[src/rtl/inst_fetch_unit.sv]
// inst_fetch_unit: MIPS IF stage.
// PC generation, SRAM req/ack, 2-entry FIFO, delayed-branch redirect.
module inst_fetch_unit #(
  parameter logic [31:0] RESET_PC = 32'hBFC0_0000
) (
  input  logic        clk,
  input  logic        rst,
  input  logic [5:0]  stall,
  input  logic [32:0] br_bus,
  output logic        inst_req,
  output logic [31:0] inst_addr,
  input  logic        inst_addr_ok,
  input  logic        inst_data_ok,
  input  logic [31:0] inst_rdata,
  output logic [32:0] if_to_id_bus,
  output logic [31:0] if_inst
);

  localparam logic STOP = 1'b1;

  logic        br_e;
  logic [31:0] br_addr;

  logic [31:0] pc;
  logic [31:0] pc_inflight;
  logic [31:0] pend_addr;
  logic        pend_valid;
  logic        inflight;
  logic        discard;
  logic        boot;

  logic [31:0] q_pc   [2];
  logic [31:0] q_inst [2];
  logic [1:0]  q_cnt;

  logic        head_v;
  logic        pop;
  logic        push;
  logic        accept;
  logic        redirect;
  logic        held;
  logic        flush;
  logic [2:0]  occ;
  logic [1:0]  slot;
  logic        unused_stall;

  assign {br_e, br_addr} = br_bus;
  assign unused_stall    = ^stall[5:3];

  assign head_v   = q_cnt != 2'd0;
  assign pop      = head_v && stall[1] != STOP;
  assign redirect = br_e && stall[2] != STOP;

  // delay slot candidates: head, else a live in-flight word
  assign held  = head_v || (inflight && !discard);
  assign flush = redirect && head_v;

  assign occ = {1'b0, q_cnt}
             + {2'b0, inflight}
             - {2'b0, pop};

  assign inst_req = !rst && !boot
                 && stall[0] != STOP
                 && (!inflight || inst_data_ok)
                 && occ < 3'd2;
  assign inst_addr = pc;
  assign accept    = inst_req && inst_addr_ok;

  // words behind a valid head are wrong-path once redirected
  assign push = inst_data_ok && inflight
             && !discard && !flush;
  assign slot = q_cnt - {1'b0, pop};

  assign if_to_id_bus = head_v ? {1'b1, q_pc[0]} : 33'd0;
  assign if_inst      = head_v ? q_inst[0] : 32'd0;

  // FIFO occupancy; a redirect keeps only the head
  always_ff @(posedge clk) begin
    if (rst) begin
      q_cnt <= 2'd0;
    end else if (flush) begin
      q_cnt <= pop ? 2'd0 : 2'd1;
    end else begin
      q_cnt <= slot + {1'b0, push};
    end
  end

  // FIFO payload: shift on pop, write at first free slot
  always_ff @(posedge clk) begin
    if (pop) begin
      q_pc[0]   <= q_pc[1];
      q_inst[0] <= q_inst[1];
    end
    if (push) begin
      q_pc[slot[0]]   <= pc_inflight;
      q_inst[slot[0]] <= inst_rdata;
    end
  end

  // request tracking, pc update and deferred redirect
  always_ff @(posedge clk) begin
    if (rst) begin
      pc          <= RESET_PC;
      pc_inflight <= RESET_PC;
      inflight    <= 1'b0;
      discard     <= 1'b0;
      pend_valid  <= 1'b0;
      pend_addr   <= 32'd0;
      boot        <= 1'b1;
    end else begin
      boot <= 1'b0;
      if (accept) begin
        inflight    <= 1'b1;
        pc_inflight <= pc;
        discard     <= redirect && held;
      end else if (inst_data_ok && inflight) begin
        inflight <= 1'b0;
        discard  <= 1'b0;
      end else if (flush && inflight) begin
        discard <= 1'b1;
      end
      if (redirect) begin
        if (held || accept) begin
          pc <= br_addr;
        end else begin
          pend_valid <= 1'b1;
          pend_addr  <= br_addr;
        end
      end else if (accept) begin
        if (pend_valid) begin
          pc         <= pend_addr;
          pend_valid <= 1'b0;
        end else begin
          pc <= pc + 32'd4;
        end
      end
    end
  end

endmodule

[config.mk]
export PLATFORM = sky130hd
export DESIGN_NAME = inst_fetch_unit
export DESIGN_NICKNAME = d
export VERILOG_FILES = /design/src/rtl/inst_fetch_unit.sv
export SDC_FILE = /design/constraint.sdc
export NUM_CORES = 1
export LEC_CHECK = 0
export ABC_AREA = 1
export BUFFER_PORTS_ARGS = -buffer_cell sky130_fd_sc_hd__buf_2
export CORE_ASPECT_RATIO = 1.5
export CORE_MARGIN = 3
export CORE_UTILIZATION = 60
export CTS_CLUSTER_SIZE = 28
export DETAILED_ROUTE_END_ITERATION = 6
export PLACE_DENSITY = 0.85
export RECOVER_POWER = 25
export SYNTH_ARGS = -nofsm -noshare
export SYNTH_HDL_FRONTEND = slang
export SYNTH_SLANG_ARGS = --single-unit
export TNS_END_PERCENT = 20
[constraint.sdc]
create_clock -name clk -period 9.6 [get_ports clk]
set_clock_uncertainty 0.05 [all_clocks]
set_input_delay 0.48 -clock clk [delete_from_list [all_inputs] [get_ports clk]]
set_output_delay 0.48 -clock clk [all_outputs]
set_load 0.02 [all_outputs]
After elaboration in Yosys (flattened, before gate mapping):

Memory sizes are Yosys's and may differ from the RTL's.
Index checks and enable logic that the tools add are counted.
W data, S select, Z words.

* bits in registers: 102
* memory bits (writable): 128
* input port bits: 75
* word-level logic and storage cells: 72
* memories kept: 2

* add/subtract/negate cells: 5
* magnitude comparators: 1
* eq/ne operators: 2
* muxes and demuxes: 21
* bitwise gates (word level): 4
* reductions and logical operators: 29

Memory list
* q_inst: words 2, width 32, rd ports 2, clocked after Yosys merged registers in 0, wr ports 2, line 33 `logic [31:0] q_inst [2];`
* q_pc: words 2, width 32, rd ports 2, clocked after Yosys merged registers in 0, wr ports 2, line 32 `logic [31:0] q_pc [2];`

Operator list (count)
* $mux W32: 5
* $mux W33: 1
* $add A32 B3 Y32 const B: 1
* $logic_and A1 B1 Y1: 14
* $mux W1: 14
* $reduce_and A2 Y1: 3
* $reduce_bool A2 Y1: 3
* $logic_not A1 Y1: 5
* $not A1 Y1: 4
* $add A2 B1 Y3: 1
* $logic_or A1 B1 Y1: 3
* $lt A3 B2 Y1 const B: 1
* $reduce_bool A3 Y1: 1
* $sub A3 B1 Y3: 1
* $add A2 B1 Y2: 1
* $mux W2: 1
* $ne A2 B1 Y1 const B: 1
* $ne A2 B2 Y1 const B: 1
* $sub A2 B1 Y2: 1

Logic depth before layout (Yosys ltp):

* depth after elaboration: 9
* gate-level depth with buffers: 20
* depth with buffers taken out: 19

Worst setup path after synthesis:

OpenSTA, ideal clock, no wires.

* path kind: input port to flip-flop
* start: in br_bus[32]
* end: mem q_inst[0][0] (enable)
* setup time: 424 ps
* data arrival time: 3191 ps
* data required time: 9126 ps
* setup slack: 5935 ps
* stages: 11
* buffers on the path: 3
* cells stage by stage: inv_1 -> nor2_1 -> buf_2 -> nand2_1 -> inv_1 -> nor3_1 -> ha_1 -> clkbuf_1 -> clkinv_1 -> clkbuf_1 -> nand2_1

RTL lines
* from (decl): line 9 `input logic [32:0] br_bus,`
* to (decl): line 33

Worst setup path in the final report:

* start: in rst
* end: reg pend_addr[1]

* word-level cells in the longest chain between the ends: 9

Ends and longest elaborated chain
* from (decl): line 7 `input logic rst,`
* $logic_not A1 Y1: line 62 `assign inst_req = !rst && !boot`
* $logic_and A1 B1 Y1: line 62
* $logic_and A1 B1 Y1: line 63 `&& stall[0] != STOP`
* $logic_and A1 B1 Y1: line 64 `&& (!inflight || inst_data_ok)`
* $logic_and A1 B1 Y1: line 65 `&& occ < 3'd2;`
* $logic_and A1 B1 Y1: line 67 `assign accept = inst_req && inst_addr_ok;`
* $logic_or A1 B1 Y1: line 123 `if (held || accept) begin`
* $not A1 Y1 (no source line)
* $reduce_and A2 Y1 (no source line)
* to (signal assigned): line 127 `pend_addr <= br_addr;`
* to (decl): line 26 `logic [31:0] pend_addr;`

Several ways; a longest one is shown, not always the timed one.
A chain may end at the register's enable or synchronous reset.

==> load_flow_metrics.sql <==
INSERT INTO impl_metrics (metric_group, metric, value, unit) VALUES
('floorplan', 'placement_rows', '58', ''),
('clock_tree', 'postCtsHoldBufs', '0', ''),
('floorplan', 'floorplan.die.width', '113', 'um'),
('route', 'detail_route.drc_violations', '0', ''),
('layout', 'nFillCells', '1402', ''),
('layout', 'drive_gt1_frac', '0.130', ''),
('placed_design', 'detailed_placer_s_ending_hpwl', '15.9', 'mm'),
('logic_synthesis', 'post_synth_inst_count', '1257', ''),
('sta', 'timing.max_slew.rel_slack', '-0.742', ''),
('sta', 'total_negative_slack_for_setup_checks', '0', 'ns'),
('layout', 'layoutNonFillerInstCount', '1615', ''),
('layout', 'area_growth_syn_to_layout', '13.4', '%'),
('pwr', 'p_sw', '0.000874', 'W'),
('sta', 'clock_period_minus_worst_slack', '6.29', 'ns'),
('worst_setup_path', 'worstSetupPathType', 'input pin to register', ''),
('pwr', 'share_clk_of_total_power', '0.291', ''),
('worst_setup_path', 'reg2reg_slack', '4.10', 'ns'),
('route', 'viasPerCell', '5.24', ''),
('sta', 'number_of_max_slew_violations_in_the_final_report', '155', ''),
('worst_setup_path', 'critPathBufInv', '3', ''),
('status', 'run_status', 'finished with violations', ''),
('worst_setup_path', 'critical_path.top_delay_family', 'buffers and inverters', ''),
('clock_tree', 'cts.sink_count', '230', ''),
('clock_tree', 'clock_tree_from_tritoncts', 'built', ''),
('floorplan', 'initial_core_util', '0.615', ''),
('logic_synthesis', 'post-synth-top-area-cell', 'sky130_fd_sc_hd__edfxtp_1', ''),
('status', 'failed_checks', 'capacitance limit, slew limit', ''),
('worst_setup_path', 'ff2ff_path_depth', '17', ''),
('clock_tree', 'clk_transition_reported_paths', '0.06', 'ns'),
('logic_synthesis', 'netlist_top_cells_area', 'sky130_fd_sc_hd__edfxtp_1 (37%), sky130_fd_sc_hd__dfxtp_1 (20%), sky130_fd_sc_hd__nand2_1 (12%)', ''),
('worst_setup_path', 'end_kind', 'register', ''),
('logic_synthesis', 'warning_count_from_the_yosys_run', '0', ''),
('worst_hold_path', 'whs_endpoint', 'q_inst[1][15]', ''),
('floorplan', 'i_o_pins', '173', ''),
('worst_setup_path', 'worst_ep_required_time', '9.97', 'ns'),
('worst_setup_path', 'cp_data_arrival_time', '6.66', 'ns'),
('logic_synthesis', 'synth_cell_type_count', '38', ''),
('logic_synthesis', 'avgSynthCellArea', '8.27', 'um2'),
('worst_setup_path', 'critical_path.max_stage_delay', '2.44', 'ns'),
('grt', 'grt_antenna_before_repair', '0', ''),
('logic_synthesis', 'syn_area', '10400', 'um2'),
('sta', 'min_period_over_period', '0.655', ''),
('worst_setup_path', 'worstPathMaxFanout', '87', ''),
('sta', 'fmaxAchievable', '159', 'MHz'),
('grt', 'globalRouteTotalUtil', '0.244', ''),
('logic_synthesis', 'synth_sequential_area_ratio', '0.566', ''),
('run', 'drv.max_cap_violation_count', '2', ''),
('grt', 'number_of_global_route_vias_before_repair', '8065', ''),
('worst_setup_path', 'path_common_cell', 'sky130_fd_sc_hd__nand2_2', ''),
('pwr', 'design_power_total', '0.00263', 'W'),
('layout', 'layout.cells.most_common_list', 'sky130_fd_sc_hd__nand2_1 (337), sky130_fd_sc_hd__nor2_1 (195), sky130_fd_sc_hd__inv_1 (134), sky130_fd_sc_hd__edfxtp_1 (128)', ''),
('worst_setup_path', 'r2r-end', 'pend_addr[1]', ''),
('pwr', 'power_switching_share', '0.333', ''),
('placed_design', 'numPortBuffers', '169', ''),
('placed_design', 'gpl.final_weighted_congestion', '0.941', ''),
('floorplan', 'die_height', '167', 'um'),
('logic_synthesis', 'synth_nets', '1337', ''),
('worst_hold_path', 'hold_start', 'inst_rdata[15]', ''),
('sta', 'number_of_failing_setup_endpoints_in_the_final_timing_report', '0', ''),
('clock_tree', 'clock_insertion_delay_at_the_later_pin_of_the_skew_report', '0.50', 'ns'),
('clock_tree', 'cts_post_setup_buffers_inserted', '0', ''),
('logic_synthesis', 'synth_top_cell_area_share', '0.370', ''),
('layout', 'total_area_of_multi_input_combinational_cells', '3680', 'um2'),
('pwr', 'power-per-cell-area', '223', 'nW/um2'),
('floorplan', 'floorplan.die_area', '19000', 'um2'),
('route', 'drtAntennaViolNets', '0', ''),
('route', 'routedWlPerCell', '14.7', 'um'),
('route', 'drt_first_iter_violations', '696', ''),
('layout', 'mostFrequentLayoutCell', 'sky130_fd_sc_hd__nand2_1', ''),
('clock_tree', 'cts-buffers-inserted', '21', ''),
('worst_setup_path', 'rr_startpoint', 'q_cnt[1]', '');
[flip-flops by register name, indices dropped and copies added (netlist names)]
name and count:
boot 1, q_inst 64, q_pc 64, pend_valid 1, pc_inflight 32, inst_addr 32
inflight 1, q_cnt 2, pend_addr 32, discard 1
[per-layer routing]
layer,vias to the layer above,GRT usage,wire length [um]
li1,4264,-,-
met1,3816,0.293,9340
met2,317,0.438,12200
met3,59,0.0351,1490
met4,0,0.0921,736
met5,-,0,0
[power groups by stage]
stage          registers [W]  clock network, W  logic (W)
6_report             0.00122          0.000765   0.000645
5_1_grt              0.00123          0.000816   0.000715
4_1_cts              0.00122          0.000776   0.000655
3_5_place_dp         0.00124                 0   0.000652
3_3_place_gp         0.00123                 0   0.000635
2_1_floorplan        0.00124                 0   0.000447
[synthesized netlist by cell type]
master                     count
sky130_fd_sc_hd__nand2_1     338
sky130_fd_sc_hd__nor2_1      195
sky130_fd_sc_hd__inv_1       134
sky130_fd_sc_hd__edfxtp_1    128
sky130_fd_sc_hd__dfxtp_1     102
sky130_fd_sc_hd__o21ai_0     102
sky130_fd_sc_hd__a21oi_1      68
sky130_fd_sc_hd__clkbuf_1     34
sky130_fd_sc_hd__nand3_1      27
sky130_fd_sc_hd__buf_2        19
sky130_fd_sc_hd__nor2_2       18
sky130_fd_sc_hd__o211ai_1     10
sky130_fd_sc_hd__xor2_1        9
sky130_fd_sc_hd__buf_1         7
sky130_fd_sc_hd__o21ai_1       7
sky130_fd_sc_hd__nor3_1        6
sky130_fd_sc_hd__a21oi_2       5
sky130_fd_sc_hd__inv_2         5
sky130_fd_sc_hd__nand2_2       5
sky130_fd_sc_hd__xnor2_1       5
sky130_fd_sc_hd__ha_1          4
sky130_fd_sc_hd__a31oi_1       3
sky130_fd_sc_hd__buf_6         3
sky130_fd_sc_hd__nand4_1       3
sky130_fd_sc_hd__o21bai_1      3
sky130_fd_sc_hd__or2_2         3
sky130_fd_sc_hd__buf_4         2
sky130_fd_sc_hd__nor2_4        2
sky130_fd_sc_hd__a21o_1        1
sky130_fd_sc_hd__and2_1        1
sky130_fd_sc_hd__clkbuf_2      1
sky130_fd_sc_hd__clkinv_1      1
sky130_fd_sc_hd__clkinv_2      1
sky130_fd_sc_hd__fa_1          1
sky130_fd_sc_hd__nand2_4       1
sky130_fd_sc_hd__nand3_4       1
sky130_fd_sc_hd__nand3b_1      1
sky130_fd_sc_hd__nor3_4        1
[worst max-delay path by stage]
stage	from	to	cells past startpoint
2_1_floorplan	br_bus[32]	q_inst[0][0]	11
3_3_place_gp	q_cnt[1]	pend_addr[1]	17
3_5_place_dp	q_cnt[1]	pend_addr[1]	17
4_1_cts	q_cnt[1]	pend_addr[1]	17
5_1_grt	rst	pend_addr[31]	9
6_report	rst	pend_addr[1]	9
[through the flow]
stage | cell area [um2] | hold WS, ns | worst slack, ns | util
floorplan | 10400 | 0.358 | 5.94 | -
CTS | 11900 | 0.111 | 4.63 | 0.702
global placement | 11300 | 0.358 | 4.88 | 0.666
detailed placement | 11300 | 0.364 | 4.66 | 0.666
global route | 11800 | 0.105 | 2.76 | 0.697
finish | 11800 | 0.129 | 3.31 | 0.697
[layout make-up]
type                       count  area share
sequential                   230       0.499
multi-input combinational    820       0.312
timing repair buffer         176      0.0687
clock buffer                  27      0.0473
inverter                     141      0.0450
tap                          210      0.0223
clock inverter                11     0.00520
[cells by family after synthesis]
group,synth area share
buffers and inverters,0.0802
adder cells (fa/ha/maj),0.00674
flip-flops,0.566
XOR/XNOR,0.0118
AO/OA/AOI/OAI,0.101
AND/OR/NAND/NOR,0.234
(Power assumes the default switching activity.)
